===== config.mk =====
export PLATFORM = sky130hd
export DESIGN_NAME = rps_match_engine
export DESIGN_NICKNAME = d
export VERILOG_FILES = /design/src/rtl/rps_match_engine.sv
export SDC_FILE = /design/constraint.sdc
export NUM_CORES = 1
export LEC_CHECK = 0
export ABC_AREA = 1
export CORE_UTILIZATION = 35
export CTS_CLUSTER_DIAMETER = 100
export DETAILED_ROUTE_END_ITERATION = 16
export PLACE_DENSITY_LB_ADDON = 0.08
export SETUP_SLACK_MARGIN = 0.02
export SLEW_MARGIN = 5
export SYNTH_ARGS = -nofsm -noshare
export SYNTH_HDL_FRONTEND = slang
export SYNTH_SLANG_ARGS = --single-unit
export TNS_END_PERCENT = 20

===== constraint.sdc =====
create_clock -name clk -period 2.52 [get_ports clk]
set_clock_uncertainty 0.2 [all_clocks]
set_input_delay 0.504 -clock clk [delete_from_list [all_inputs] [get_ports clk]]
set_output_delay 0.504 -clock clk [all_outputs]
set_load 0.1 [all_outputs]

===== src/rtl/rps_match_engine.sv =====
// Best-of-N stone/paper/scissors match controller.
// It scores one handshaked move pair per round and declares a match winner.
module rps_match_engine #(
    parameter int WIN_TARGET = 3,
    parameter int MAX_ROUNDS = 9,
    parameter int SCORE_W    = 4,
    parameter int RND_W      = 4
) (
    input  logic               clk,
    input  logic               rst_n,
    input  logic               ena,
    input  logic [1:0]         p1_move,
    input  logic [1:0]         p2_move,
    input  logic               move_valid,
    output logic               move_ready,
    input  logic               new_match,
    output logic               round_valid,
    output logic [1:0]         round_result,
    output logic [SCORE_W-1:0] p1_score,
    output logic [SCORE_W-1:0] p2_score,
    output logic [RND_W-1:0]   round_count,
    output logic [3:0]         last_moves,
    output logic               match_done,
    output logic [1:0]         match_winner
);

    localparam logic [1:0] IDLE = 2'd0;
    localparam logic [1:0] EVAL = 2'd1;
    localparam logic [1:0] DONE = 2'd2;

    localparam logic [1:0] RES_TIE = 2'b00;
    localparam logic [1:0] RES_P1  = 2'b01;
    localparam logic [1:0] RES_P2  = 2'b10;
    localparam logic [1:0] RES_INV = 2'b11;

    localparam logic [SCORE_W-1:0] WIN_T = SCORE_W'(WIN_TARGET);
    localparam logic [RND_W-1:0]   MAX_R = RND_W'(MAX_ROUNDS);

    logic [1:0]         state;
    logic               handshake;
    logic [1:0]         eval_p1;
    logic [1:0]         eval_p2;
    logic [1:0]         eval_result;
    logic [SCORE_W-1:0] p1_next;
    logic [SCORE_W-1:0] p2_next;
    logic [RND_W-1:0]   rc_next;
    logic               eval_done;
    logic [1:0]         final_winner;

    assign move_ready = rst_n & ena & (state == IDLE);
    assign handshake  = move_valid & move_ready;

    // The round is judged from the latched pair, so EVAL never depends on live inputs.
    always_comb begin
        eval_p1     = last_moves[3:2];
        eval_p2     = last_moves[1:0];
        eval_result = RES_P2;
        if (eval_p1 == 2'b11 || eval_p2 == 2'b11)
            eval_result = RES_INV;
        else if (eval_p1 == eval_p2)
            eval_result = RES_TIE;
        else if ((eval_p1 == 2'b00 && eval_p2 == 2'b10) ||
                 (eval_p1 == 2'b01 && eval_p2 == 2'b00) ||
                 (eval_p1 == 2'b10 && eval_p2 == 2'b01))
            eval_result = RES_P1;

        p1_next = p1_score + {{(SCORE_W-1){1'b0}}, (eval_result == RES_P1)};
        p2_next = p2_score + {{(SCORE_W-1){1'b0}}, (eval_result == RES_P2)};
        rc_next = round_count + {{(RND_W-1){1'b0}}, (eval_result != RES_INV)};

        eval_done = (p1_next == WIN_T) || (p2_next == WIN_T) || (rc_next == MAX_R);

        // A player at the target outranks the score comparison used on round-limit exit.
        final_winner = 2'b00;
        if (p1_next == WIN_T)
            final_winner = 2'b01;
        else if (p2_next == WIN_T)
            final_winner = 2'b10;
        else if (p1_next > p2_next)
            final_winner = 2'b01;
        else if (p2_next > p1_next)
            final_winner = 2'b10;
    end

    always_ff @(posedge clk) begin
        if (!rst_n) begin
            state        <= IDLE;
            round_valid  <= 1'b0;
            round_result <= '0;
            p1_score     <= '0;
            p2_score     <= '0;
            round_count  <= '0;
            last_moves   <= '0;
            match_done   <= 1'b0;
            match_winner <= '0;
        end else if (ena) begin
            if (new_match) begin
                // last_moves is deliberately kept across a match clear.
                state        <= IDLE;
                round_valid  <= 1'b0;
                round_result <= '0;
                p1_score     <= '0;
                p2_score     <= '0;
                round_count  <= '0;
                match_done   <= 1'b0;
                match_winner <= '0;
            end else begin
                case (state)
                    IDLE: begin
                        round_valid <= 1'b0;
                        if (handshake) begin
                            last_moves <= {p1_move, p2_move};
                            state      <= EVAL;
                        end
                    end
                    EVAL: begin
                        round_valid  <= 1'b1;
                        round_result <= eval_result;
                        p1_score     <= p1_next;
                        p2_score     <= p2_next;
                        round_count  <= rc_next;
                        if (eval_done) begin
                            state        <= DONE;
                            match_done   <= 1'b1;
                            match_winner <= final_winner;
                        end else begin
                            state <= IDLE;
                        end
                    end
                    DONE: begin
                        round_valid <= 1'b0;
                    end
                    default: begin
                        state <= IDLE;
                    end
                endcase
            end
        end
    end

endmodule


* Yosys cells after proc, flatten, opt, wreduce, memory -nomap -nowiden *
Cells that the tools add are included.

operators by class
  order comparisons = 2
  muxes and demuxes = 27
  bitwise operators = 4
  eq/ne operators = 17
  reductions and logical operators = 20
  $add $sub $neg = 3

operator list
  cell                count
  $mux 2              15
  $mux 4              6
  $add 4x1->4         3
  $eq 2x2->1 const B  6
  $eq 2x1->1 const B  4
  $eq 4x2->1 const B  2
  $gt 4x4->1          2
  $logic_not 2->1     3
  $pmux 2 s3          1
  $reduce_and 3->1    2
  $logic_or 1x1->1    5
  $eq 4x4->1 const B  1
  $mux 1              4
  $ne 2x2->1 const B  2
  $reduce_and 2->1    2
  $reduce_and 4->1    1
  $reduce_bool 2->1   2
  $and 1x1->1         3
  $logic_and 1x1->1   3
  $ne 3x3->1 const B  1
  $reduce_bool 3->1   1
  $eq 2x2->1          1
  $pmux 1 s2          1
  $reduce_or 2->1     1
  $not 1->1           1

storage, ports and cells
  register bits after elaboration = 24
  input port bits = 9
  word-level logic and storage cells = 82
  output and inout port bits = 23

* Logic depth before layout (Yosys ltp) *
Gate-level depths: netlist of run 1.

  word-level depth = 17
  gate-level depth with buffers = 18
  mapped depth without buffers = 18

* Worst setup path after synthesis of run 1 *
Ideal clock, no wire load.

  path type = reg2reg
  start = register last_moves[1]
  end = register match_winner[1]
  setup slack = -705 ps
  required time = 2,209 ps
  path buffers = 0
  data arrival time = 2,914 ps
  period minus slack after synthesis = 3,225 ps
  stages on the path, launching flop included = 18
  setup time = 111 ps
  path through = dfxtp_1 > inv_1 > nand2_1 > o21ai_0 > nor3_1 > ha_1 > nand3_1 > nand2_1 > nand2_2 > ha_1 > nand3_1 > nand2_1 > nor2_1 > nand2_1 > nand2_1 > nor2_1 > nor2_1 > nor2_1

on the way
  word-level cells in the longest chain between the ends = 17
  elaborated cells between the ends (all ways) = 36
  those cells by class = add/sub: 3; order compare: 2; eq/ne: 10; mux: 10; reduce/logical: 11

RTL lines
  element                                               line    source
  start: declaration                                    22      output logic [3:0] last_moves,
  start signal: assignment                              112     last_moves <= {p1_move, p2_move};
  $eq 2x2->1 / $logic_not 2->1 (equally long branches)  62, 63
  $logic_and 1x1->1 (on tied branches)                  62, 63
  $logic_or 1x1->1                                      62      else if ((eval_p1 == 2'b00 && eval_p2 == 2'b10) ||
  $logic_or 1x1->1                                      63      (eval_p1 == 2'b01 && eval_p2 == 2'b00) ||
  $mux 2                                                62
  $mux 2                                                60      else if (eval_p1 == eval_p2)
  $mux 2 *                                              58      if (eval_p1 == 2'b11 || eval_p2 == 2'b11)
  $eq 2x2->1 / $eq 2x1->1 (equally long branches)       68, 67
  $add 4x1->4 (on tied branches)                        68, 67
  $gt 4x4->1                                            81      else if (p2_next > p1_next)
  $mux 2                                                81
  $mux 2                                                79      else if (p1_next > p2_next)
  $mux 2                                                77      else if (p2_next == WIN_T)
  $mux 2                                                75      if (p1_next == WIN_T)
  $mux 2                                                122     if (eval_done) begin
  $mux 2                                                108     case (state)
  $mux 2                                                97      if (new_match) begin
  end signal: assignment                                125     match_winner <= final_winner;
  end: declaration                                      24      output logic [1:0] match_winner

Mark *: on every way between the ends. The rest lies on a longest branch, timed or not. The select of a mux whose other input is x is not followed.
A chain may end at the register's enable or synchronous reset.

* Final worst setup path of run 1 *
  start = register last_moves[2]
  end = register match_winner[1]

on the way
  word-level cells in the longest chain between the ends = 17
  elaborated cells between the ends (all ways) = 36
  those cells by class = add/sub: 3; order compare: 2; eq/ne: 10; mux: 10; reduce/logical: 11

RTL lines
  element                                               line
  $eq 2x1->1 / $logic_not 2->1 (equally long branches)  63, 62
  $logic_and 1x1->1 (on tied branches)                  63, 62
  $logic_or 1x1->1                                      62
  $logic_or 1x1->1                                      63
  $mux 2                                                62
  $mux 2                                                60
  $mux 2 *                                              58
  $eq 2x2->1 / $eq 2x1->1 (equally long branches)       68, 67
  $add 4x1->4 (on tied branches)                        68, 67
  $gt 4x4->1                                            81
  $mux 2                                                81
  $mux 2                                                79
  $mux 2                                                77
  $mux 2                                                75
  $mux 2                                                122
  $mux 2                                                108
  $mux 2                                                97

Marks and branches as above.

==> results of run 1 <==
[worst max-delay path, delay by kind of cell, from the launching register on]
kind | cells | cell delay, ns
simple gates | 14 | 1.15
compound gates | 1 | 0.10
flops | 1 | 0.36
buf+inv | 1 | 0.07
fa+ha+maj | 2 | 0.51
[path summary, 6_finish.rpt]
kind	startpoint	end	slack, ns	cells after the start
worst min register to register	round_result[0]	round_result[0]	0.27	2
worst max-delay path	last_moves[2]	match_winner[1]	0.08	18
worst min-delay path	round_result[0]	round_result[0]	0.27	2
worst max register to register	last_moves[2]	match_winner[1]	0.08	18
[sequential cells by signal, summed over array words and instances (netlist names)]
register,flops
last_moves,4
p1_score,4
p2_score,4
round_count,4
match_winner,2
round_result,2
state,2
match_done,1
round_valid,1
[layout make-up]
type | instances | area share, %
clock inverter | 1 | 1.546
multi-input combinational | 163 | 45.94
inverter | 30 | 6.057
sequential | 24 | 25.64
tap | 48 | 3.093
clock buffer | 3 | 2.126
timing repair buffer | 36 | 15.59
[kinds of logic after synthesis]
kind of cell	synth area share [%]
AO/OA/AOI/OAI	13.51
adder cells (fa/ha/maj)	7.847
buffers and inverters	9.153
flip-flops	33.48
AND/OR/NAND/NOR	36.01
[metrics by stage]
stage	TNS [ns]	hold slack [ns]	power, mW
CTS	0	0.2746	0.8702
global placement	0	0.2595	0.5276
global route	-0.3263	0.3014	0.9126
detailed placement	0	0.2588	0.5265
floorplan	0	0.2622	0.4841
finish	0	0.2700	0.8630
[what timing repair did]
action	4_1_cts	5_1_grt
pin swaps	0	7
endpoints found under the setup margin	1	3
buffers inserted	0	0
resized for setup	1	10
[per-layer routing]
layer,global-route usage (%),up-vias,wire length [um]
met5,0,-,0
met4,4.787,0,36
met3,4.138,4,94
met2,29.08,20,1524
met1,23.14,638,1645
li1,-,791,-
[power by group through the flow]
stage	Sequential, mW	Clock, mW	Combinational (mW)
final	0.388	0.342	0.133
after global placement	0.396	0	0.131
after detailed placement	0.396	0	0.130
after floorplan	0.424	0	0.0601
after global routing	0.389	0.378	0.146
after CTS	0.388	0.352	0.131
[synth_stat cells]
library cell	instances	area, um2
nor3_1	1	5.000
nor2_1	11	41.29
nor3_4	1	16.27
nand3_2	1	10.01
ha_1	9	112.6
a211oi_1	1	7.510
nand3b_1	1	7.510
nand4_1	6	37.54
o22ai_1	2	12.51
nor2_2	3	18.77
a21oi_1	23	115.1
inv_1	26	97.59
o21ai_0	6	30.03
and3_1	1	6.260
nand2_1	75	281.5
inv_2	4	15.01
nand2_2	6	37.54
dfxtp_1	24	480.5
buf_4	2	15.01
clkbuf_1	1	3.750
nand3_1	11	55.05
o21ai_1	4	20.02
o21ai_2	1	8.760
[layout by cell type, fill, tap and decap left out, types with 2 or more instances in the layout]
| master | synthesis | final |
|---|---|---|
| a21oi_1 | 23 | 23 |
| buf_4 | 2 | 27 |
| clkbuf_8 | 0 | 3 |
| clkdlybuf4s50_1 | 0 | 8 |
| dfxtp_1 | 24 | 18 |
| dfxtp_2 | 0 | 2 |
| dfxtp_4 | 0 | 4 |
| ha_1 | 9 | 6 |
| ha_4 | 0 | 2 |
| inv_1 | 26 | 22 |
| inv_2 | 4 | 6 |
| inv_4 | 0 | 2 |
| nand2_1 | 75 | 71 |
| nand2_2 | 6 | 9 |
| nand3_1 | 11 | 10 |
| nand3_2 | 1 | 2 |
| nand4_1 | 6 | 6 |
| nor2_1 | 11 | 9 |
| nor2_2 | 3 | 5 |
| o21ai_0 | 6 | 5 |
| o21ai_1 | 4 | 4 |
| o22ai_1 | 2 | 2 |
==> flow_summary.json, run 1 <==
{
  "dp_hpwl_um": 2596,
  "synth.net_count": 238,
  "cts_made_buffers": 3,
  "grt_pass1_wl_um": 5947,
  "utilization_pct": 51.12,
  "crit_top_cell": "nand2_1",
  "cts_sinks": 24,
  "ant_nets": 0,
  "num_rows": 22,
  "finalWirelength_um": 3300,
  "grt_overflow_total": 0,
  "drtPass1Iterations": 4,
  "p_seq_share_pct": 44.9,
  "post-place-ws_ns": 0.04135,
  "io_buffers": 31,
  "synth_seq_cells": 24,
  "num_io_pins": 32,
  "num-fill-cells": 374,
  "cp.arrival_ns": 2.46,
  "place_inst": 301,
  "root_buffer": "clkbuf_8",
  "layout.cells.non_filler": 305,
  "grt_max_degree": 18,
  "avgSynthCellArea_um2": 6.523,
  "viasPerCell": 4.764,
  "hold_viol": 0,
  "start_kind": "flop",
  "p_sw_share_pct": 25.68,
  "worstMarginPinSlew_ns": 0.3729,
  "outcome": "completed",
  "power.density_mw_per_mm2": 444.4,
  "worstSetupEndpointType": "flop",
  "cp_max_fo": 5,
  "core_mm2": 0.003799,
  "cp.required_ns": 2.53,
  "multi_input_area_um2": 892.1,
  "worstPathCellList": "inv_4 -> nand2_1 -> nand4_1 -> o21ai_4 -> nor3_2 -> ha_2 -> nand3_2 -> nand2_2 -> nand2_4 -> ha_4 -> nand3_1 -> nand2_1 -> nor2_2 -> nand2_1 -> nand2_2 -> nor2_2 -> nor2_1 -> nor2_1",
  "die_x_um": 66.04,
  "slew_viol_final": 0,
  "setup_viol": 0,
  "wire_per_inst_um": 10.82,
  "max_cap_violations": 0,
  "drc": 0,
  "cts-hold-fix-buffers": 0,
  "intPower_mw": 0.6413,
  "min_period_ns": 2.444,
  "setup_slack_ns": 0.07603,
  "clock.fmax_mhz": 409.2,
  "p_switching_mw": 0.2216,
  "synth_area_mm2": 0.001435,
  "leakage_nw": 0.8582,
  "worst-setup-path-type": "flop to flop",
  "synthCells": 220,
  "grt_usage_pct": 17.74,
  "vias": 1453,
  "grt_setup_unrepaired": "true",
  "start_util_pct": 37.78,
  "synth_cell_types": 23,
  "cts_tree": "yes",
  "finalNetCount": 276,
  "die_h_um": 66.04,
  "dieArea_mm2": 0.004361,
  "maxSlewHeadroom_pct": 75.11,
  "cp_slowest_stage_delay_ns": 0.36,
  "htreeDepth": 1,
  "ir_drop_uv": 330.9,
  "routabilityCongestion": 0.7960,
  "clkPwrFrac_pct": 39.6,
  "postLayoutCellArea_mm2": 0.001942,
  "drt_iter0_drc": 98,
  "drive_gt1_share_pct": 27.24,
  "postPlaceCellArea_mm2": 0.001823,
  "yosysWarningCount": 0,
  "fin_crit_sh_pct": 96.98,
  "min_path_type": "flop to flop",
  "diodes": 0,
  "syn2layout_area_growth_pct": 35.31,
  "p_comb_share_pct": 15.5,
  "grt_pass1_vias": 1330,
  "clk_pin_slew_ns": 0.09,
  "cts.path.max_buffers": 2,
  "critPathSlowestCell": "dfxtp_4",
  "yosysSeqAreaShare_pct": 33.48,
  "antenna_found_initial": 0,
  "register_area_um2": 498.0,
  "insertion_delay_ns": 0.27
}
No activity file was read; power rests on OpenSTA's default activity.
==> run 2, diff against run 1 <==
Settings changed: PLACE_DENSITY_LB_ADDON 0.08 to default.
==> run 2 against run 1 <==
  * Register-to-register slack improved by 0.07 ns
  * Clock power fell by 21%
  * Final cell count decreased by 0.33%
  * Non-clock buffer count decreased by 1
  * Via count rose by 0.21%
  * Clock-buffer cell count increased by 1
  * First-iteration DRC count fell by 33%
  * Critical endpoint unchanged
  * Largest power group unchanged
==> flow_summary.json, run 2 (synthesis results as in run 1) <==
{
  "clock.fmax_mhz": 421.3,
  "dp_hpwl_um": 2503,
  "setup_slack_ns": 0.1465,
  "cp.required_ns": 2.50,
  "grt_overflow_total": 0,
  "min_path_type": "flop to flop",
  "cts_sinks": 24,
  "cts_made_buffers": 3,
  "hold_viol": 0,
  "r2r_cells": 16,
  "grt_max_degree": 18,
  "cts-hold-fix-buffers": 0,
  "final_common_cell": "nand2_1",
  "setup_viol": 0,
  "drive_gt1_share_pct": 26.95,
  "fin_crit_sh_pct": 94.19,
  "leakage_nw": 0.8402,
  "cts_resized": 0,
  "syn2layout_area_growth_pct": 32.96,
  "die_x_um": 66.04,
  "start_kind": "flop",
  "postCtsSetupBuffers": 0,
  "worstMarginPinSlew_ns": 0.3040,
  "max_cap_violations": 0,
  "root_buffer": "clkbuf_8",
  "grt_setup_unrepaired": "true",
  "clk_pin_slew_ns": 0.08,
  "crit_start": "last_moves[2]",
  "power.density_mw_per_mm2": 415.3,
  "drt_iter0_drc": 66,
  "cts_tree": "yes",
  "antenna_found_initial": 0,
  "post-place-ws_ns": 0.08375,
  "drc": 0,
  "rr_endpoint": "match_winner[1]",
  "diodes": 0,
  "place_inst": 300,
  "drtPass1Iterations": 4,
  "routabilityCongestion": 0.8489,
  "maxSlewHeadroom_pct": 79.70,
  "ir_drop_uv": 280.6,
  "die_h_um": 66.04,
  "finalPower_mw": 0.7924,
  "start_util_pct": 37.78,
  "num_io_pins": 32,
  "vias": 1456,
  "ant_nets": 0,
  "reg2reg_setup_slack_ns": 0.15,
  "slew_viol_final": 0,
  "io_buffers": 31,
  "grt_usage_pct": 16.94,
  "num-fill-cells": 409,
  "cp_max_fo": 5,
  "worstSetupEndpointType": "flop",
  "r2r-start": "last_moves[2]",
  "outcome": "completed",
  "insertion_delay_ns": 0.27,
  "cp.arrival_ns": 2.35,
  "cts.path.max_buffers": 2,
  "layout.cells.non_filler": 304,
  "grt_pass1_vias": 1281,
  "htreeDepth": 1,
  "dieArea_mm2": 0.004361,
  "final_cell_mix": "nand2_1 (71), buf_4 (26), a21oi_1 (23)",
  "worst-setup-path-type": "flop to flop",
  "num_rows": 22,
  "cp-endpoint": "match_winner[1]",
  "finalNetCount": 275,
  "grt_pass1_wl_um": 5582,
  "viasPerCell": 4.789,
  "min_period_ns": 2.373,
  "wire_per_inst_um": 10.82,
  "finalWirelength_um": 3290,
  "core_mm2": 0.003799
}
run 2: worst max-delay path: stages (launching register included):
cell	delay (ns)
dfxtp_4	0.37
inv_4	0.04
o22ai_1	0.15
nor2_1	0.08
nor3_2	0.17
ha_2	0.24
nand4_1	0.17
nand2_4	0.13
ha_4	0.20
nand3_1	0.08
nand2_1	0.05
nor2_1	0.08
nand2_1	0.07
nand2_2	0.07
nor2_2	0.04
nor2_1	0.09
nor2_1	0.05
run 2: metrics by stage:
step	area, um2	TNS [ns]	util, %	hold slack (ns)
floorplan	1479	0	-	0.2622
global placement	1815	0	47.79	0.2713
detailed placement	1815	0	47.79	0.2691
CTS	1871	0	49.24	0.2907
global route	1908	-0.2204	50.23	0.3027
finish	1908	0	50.23	0.2859
run 2: metal layers:
metal	part of all wire, %	global-route usage, %
met1	49	20.40
met2	46	28.83
met3	3.5	3.621
met4	1.7	7.181
met5	0	0
run 2: cell type report:
cell class	instances	area [um2]	area share, %
Clock buffer	4	55.05	2.885
Inverter	30	117.6	6.164
Multi-Input combinational cell	163	882.1	46.23
Sequential cell	24	498.0	26.10
Tap cell	48	60.06	3.148
Timing Repair Buffer	35	295.3	15.48
run 2: worst min-delay path by stage:
stage	slack, ns	to	from	cells past startpoint
3_3_place_gp	0.27	round_result[1]	round_result[1]	2
6_report	0.29	round_result[0]	round_result[0]	2
5_1_grt	0.30	round_result[0]	round_result[0]	2
4_1_cts	0.29	round_valid	round_valid	2
3_5_place_dp	0.27	round_result[1]	round_result[1]	2
2_1_floorplan	0.26	state[0]	state[0]	2
run 2: power breakdown:
part / internal [mW] / total (mW) / switching (mW)
logic: 0.0468 / 0.133 / 0.0863
registers: 0.382 / 0.388 / 0.00583
clock network: 0.140 / 0.271 / 0.131
total: 0.569 / 0.792 / 0.224
